### config.mk
export PLATFORM = sky130hd
export DESIGN_NAME = pred_fork_ctrl
export DESIGN_NICKNAME = d
export VERILOG_FILES = /design/src/rtl/pred_fork_ctrl.sv
export SDC_FILE = /design/constraint.sdc
export NUM_CORES = 1
export LEC_CHECK = 0
export CAP_MARGIN = 30
export CORE_MARGIN = 2
export CORE_UTILIZATION = 57
export DETAILED_ROUTE_END_ITERATION = 12
export DONT_BUFFER_PORTS = 1
export PLACE_DENSITY_LB_ADDON = 0.3
export SYNTH_ARGS = -nofsm -noshare
export SYNTH_HDL_FRONTEND = slang
export SYNTH_SLANG_ARGS = --single-unit
### constraint.sdc
create_clock -name clk -period 2.2 [get_ports clk]
set_clock_uncertainty 0.2 [all_clocks]
set_input_delay 0.44 -clock clk [delete_from_list [all_inputs] [get_ports clk]]
set_output_delay 0.44 -clock clk [all_outputs]
set_load 0.05 [all_outputs]
### src/rtl/pred_fork_ctrl.sv
`default_nettype none
// ============================================================================
// Module   : pred_fork_ctrl
// Brief    : Joins a data beat with a predicate mask and multicasts the beat
//            to every selected branch, tracking per-branch acknowledgements.
// Revision : 1.0 - initial release
// ============================================================================
module pred_fork_ctrl #(
    parameter int DATA_WIDTH = 64,
    parameter int PORT_COUNT = 2,
    parameter int CNT_WIDTH  = 32
) (
    input  logic                             clk,
    input  logic                             rst,
    input  logic [PORT_COUNT-1:0]            s_pred_in_tdata,
    input  logic                             s_pred_in_tvalid,
    output logic                             s_pred_in_tready,
    input  logic [DATA_WIDTH-1:0]            s_data_tdata,
    input  logic                             s_data_tvalid,
    output logic                             s_data_tready,
    output logic [PORT_COUNT*DATA_WIDTH-1:0] m_branch_tdata,
    output logic [PORT_COUNT-1:0]            m_branch_tvalid,
    input  logic [PORT_COUNT-1:0]            m_branch_tready,
    output logic                             busy,
    output logic [CNT_WIDTH-1:0]             stat_dispatch_cnt,
    output logic [CNT_WIDTH-1:0]             stat_drop_cnt
);

    typedef enum logic [0:0] {
        ST_IDLE     = 1'b0,
        ST_DISPATCH = 1'b1
    } state_t;

    localparam logic [CNT_WIDTH-1:0] C_CNT_MAX = {CNT_WIDTH{1'b1}};

    state_t                r_state;
    logic [DATA_WIDTH-1:0] r_data;
    logic [PORT_COUNT-1:0] r_pending;
    logic                  r_busy;
    logic [CNT_WIDTH-1:0]  r_dispatch_cnt;
    logic [CNT_WIDTH-1:0]  r_drop_cnt;

    logic                  w_idle;
    logic                  w_accept;
    logic [PORT_COUNT-1:0] w_remain;

    // Each input's ready follows the other's valid so neither is consumed alone.
    assign w_idle           = rst && (r_state == ST_IDLE);
    assign s_pred_in_tready = w_idle && s_data_tvalid;
    assign s_data_tready    = w_idle && s_pred_in_tvalid;
    assign w_accept         = w_idle && s_pred_in_tvalid && s_data_tvalid;
    assign w_remain         = r_pending & ~(r_pending & m_branch_tready);

    always_ff @(posedge clk or negedge rst) begin
        if (!rst) begin
            r_state        <= ST_IDLE;
            r_data         <= '0;
            r_pending      <= '0;
            r_busy         <= 1'b0;
            r_dispatch_cnt <= '0;
            r_drop_cnt     <= '0;
        end else begin
            case (r_state)
                ST_IDLE: begin
                    if (w_accept) begin
                        if (|s_pred_in_tdata) begin
                            r_data    <= s_data_tdata;
                            r_pending <= s_pred_in_tdata;
                            r_busy    <= 1'b1;
                            r_state   <= ST_DISPATCH;
                        end else if (r_drop_cnt != C_CNT_MAX) begin
                            r_drop_cnt <= r_drop_cnt + CNT_WIDTH'(1);
                        end
                    end
                end
                ST_DISPATCH: begin
                    r_pending <= w_remain;
                    if (w_remain == '0) begin
                        r_busy  <= 1'b0;
                        r_state <= ST_IDLE;
                        if (r_dispatch_cnt != C_CNT_MAX) begin
                            r_dispatch_cnt <= r_dispatch_cnt + CNT_WIDTH'(1);
                        end
                    end
                end
                default: r_state <= ST_IDLE;
            endcase
        end
    end

    generate
        for (genvar gi = 0; gi < PORT_COUNT; gi++) begin : g_branch
            assign m_branch_tdata[gi*DATA_WIDTH +: DATA_WIDTH] = r_data;
        end
    endgenerate

    assign m_branch_tvalid   = r_pending;
    assign busy              = r_busy;
    assign stat_dispatch_cnt = r_dispatch_cnt;
    assign stat_drop_cnt     = r_drop_cnt;

endmodule
`default_nettype wire

==> reports/qor.yml <==
final_cell_area_sq_um: 8160
slew_headroom_pct: 34.9
tritoncts: "built"
crit_required_ns: 2.40
die_area_sq_um: 11900
netlist_area_sq_um: 6270
p_leak_nw: 3.65
synth-edff-count: 0
die_y_microns: 109
setup_viol: 0
layout.nets: 704
final_hold_viol_count: 132
dr_total_vias: 4556
whs_ns: -0.584
clk_latency_ns: 0.52
reg2reg_from: "stat_drop_cnt[10]$_DFFE_PN0P_"
port_buffers: 0
final_util_pct: 75.6
avgViaCountPerCell: 5.81
ctsHoldBuffers: 67
worst_pin_slew_ns: 0.977
fp.dieW_microns: 109
worst_r2r_endpoint: "stat_drop_cnt[27]$_DFFE_PN0P_"
grt_max_degree: 136
dp.cells: 681
synth.avg_cell_area_sq_um: 12.0
critPathMostFrequentCell: "nand4_1"
finalPower_mw: 9.59
synth_cell_types: 48
critPathMaxStageDelay_ns: 0.46
setup.worst_path.class: "flop to flop"
status: "finished, violations left"
antenna_found_initial: 1
core-area_sq_um: 10800
postRouteAntennaNets: 0
drv_cap: 0
grt_use_total_pct: 29.6
drtIter0Drc: 226
firstDrtPassIters: 4
failed_checks: "negative hold slack"
synth_nets: 599
cts.reportedPaths.clkPinSlew_ns: 0.06
synth_ff_type: "dfrtp_1"
critPathCaptureType: "flop"
initial_core_util_pct: 58.1
numCtsBuffers: 17
gp_congestion: 0.863
syn_inst: 525
placed_cell_area_sq_um: 6730
fillCellCount: 675
power.density_nw_per_um2: 1170
clock-sinks: 132
grt_pass1_wl_mm: 25.9
hp-class: "primary input to async pin"
synthToLayoutAreaGrowth_pct: 30.1
grt_setup_unrepaired: "yes"
final_max_slew_viol_count: 0
yosysWarnings: 0
crit_path_max_fanout: 5
r2r_slack_ns: 0.04
r2r_cells: 7
worstPathArrival_ns: 2.36
multi_input_area_sq_um: 2520
num_io_pins: 269
synth_seq_area_share_pct: 52.6
ys_seq_elements: 132
routed_wl_mm: 17.0
critPathLaunchType: "flop"
cp_slowest_cell: "or4_4"
post-route-period-util_pct: 98.2
grt_pass1_vias: 4770
synthArstFlopShare_pct: 100
hpwl_mm: 11.2
route.detailed.drc: 0
wl_per_cell_microns: 21.7
drive_above_1_share_pct: 42.5
seq_area_sq_um: 3350
clock-root-buffer: "clkbuf_8"
path_cells: "nand4_1, or4_4, buf_8, buf_12, a211oi_4, nand4_1, xnor2_1"
num_rows: 38
fin_crit_ns: 2.16
h-tree-depth: 4
timing.fmax_ghz: 0.463
cts_max_path_buffers: 2
stdcell_count: 784
overflow: 0
vdd_ir_drop_max_mv: 1.08
flip-flops by register name, summed over array words and instances, names as in the netlist:
signal,flops
r_data,64
stat_dispatch_cnt,32
stat_drop_cnt,32
busy,1
m_branch_tvalid,2
r_state,1
power by group:
group	internal (mW)	switching [mW]	total, mW
combinational	0.570	0.893	1.46
sequential	2.78	2.41	5.19
clock	1.87	1.06	2.93
total	5.22	4.37	9.59
critical path: cells and delay by family (launching register included):
kind / cells / cell delay [ns]
flops: 1 / 0.37
simple gates: 3 / 0.79
buf+inv: 2 / 0.27
compound gates: 1 / 0.23
xor+xnor: 1 / 0.16
stage by stage:
| step | TNS [ns] | setup slack, ns |
|---|---|---|
| floorplan | -1.02 | -0.165 |
| global placement | 0 | 0.0686 |
| detailed placement | 0 | 0.00624 |
| CTS | 0 | 0.00563 |
| global route | -0.199 | -0.0809 |
| finish | 0 | 0.0399 |
cells by family after synthesis:
| kind of cell | synth area share (%) |
|---|---|
| xor+xnor | 7.68 |
| simple gates | 15.9 |
| compound gates | 2.11 |
| mux | 11.8 |
| fa+ha+maj | 0.399 |
| buf+inv | 9.43 |
| flops | 52.6 |
routing by layer:
layer	up-vias	share of wire, %	track usage (%)
met3	26	7.8	12.8
met4	0	1.9	10.8
met1	2319	37	32.2
met5	-	0	0
li1	2015	-	-
met2	196	53	51.0
placed cells by master (no fill, tap or decap), types with 2 or more instances in the layout:
cell	netlist	routed
a21oi_1	5	5
a31oi_1	3	3
and3_1	10	9
and4_1	6	5
buf_12	0	3
buf_4	64	95
buf_6	1	2
bufinv_16	0	4
clkbuf_16	0	16
clkbuf_8	0	2
clkinv_2	0	4
clkinv_4	0	2
clkinvlp_4	0	2
dfrtp_1	132	91
dfrtp_2	0	41
dlygate4sd3_1	0	67
ha_1	2	2
inv_1	5	5
mux2_2	66	66
nand2_1	27	27
nand2b_1	2	2
nand3_1	30	26
nand3_2	0	3
nand3_4	1	2
nand4_1	16	16
nand4b_1	3	3
nor2_1	14	13
nor3_1	16	16
nor4_1	21	12
nor4_2	0	9
nor4_4	2	2
nor4b_2	1	3
o21a_1	2	2
or4_4	0	2
xnor2_1	20	20
xor2_1	35	35
repair_timing:
item	CTS	global route
hold endpoints to repair	198	132
pin swaps	0	8
gates resized for setup	4	24
endpoints found under the setup margin	4	36
setup buffers	0	3
Yosys cell counts (5+ instances only):
master / number / area (sq um)
mux2_2: 66 / 743
dfrtp_1: 132 / 3300
nand2_1: 27 / 101
inv_1: 5 / 18.8
buf_2: 13 / 65.1
and4_1: 6 / 52.6
nand4_1: 16 / 100
xnor2_1: 20 / 175
and3_1: 10 / 62.6
nor3_1: 16 / 80.1
a21oi_1: 5 / 25.0
nor2_1: 14 / 52.6
nand3_1: 30 / 150
nor4_1: 21 / 131
xor2_1: 35 / 307
buf_4: 64 / 480
worst max path at each step:
stage          depth (start not counted)                           endpoint  slack [ns]                           start
6_report                               7      stat_drop_cnt[27]$_DFFE_PN0P_        0.04   stat_drop_cnt[10]$_DFFE_PN0P_
5_1_grt                                6      stat_drop_cnt[28]$_DFFE_PN0P_       -0.08   stat_drop_cnt[10]$_DFFE_PN0P_
4_1_cts                                2                   s_pred_in_tready       0.006               r_state$_DFF_PN0_
3_5_place_dp                           6  stat_dispatch_cnt[21]$_DFFE_PN0P_       0.006              m_branch_tready[1]
3_3_place_gp                           6  stat_dispatch_cnt[23]$_DFFE_PN0P_        0.07              m_branch_tready[1]
2_1_floorplan                          6  stat_dispatch_cnt[27]$_DFFE_PN0P_       -0.16  m_branch_tvalid[0]$_DFFE_PN0P_
layout make-up:
class / count / area share, %
sequential: 132 / 41.1
clock buffer: 19 / 5.29
multi-input combinational: 306 / 30.9
tap: 140 / 2.15
antenna: 1 / 0.0307
timing repair buffer: 168 / 18.1
clock inverter: 13 / 2.22
inverter: 5 / 0.230
Power figures use the tool's default switching activity.
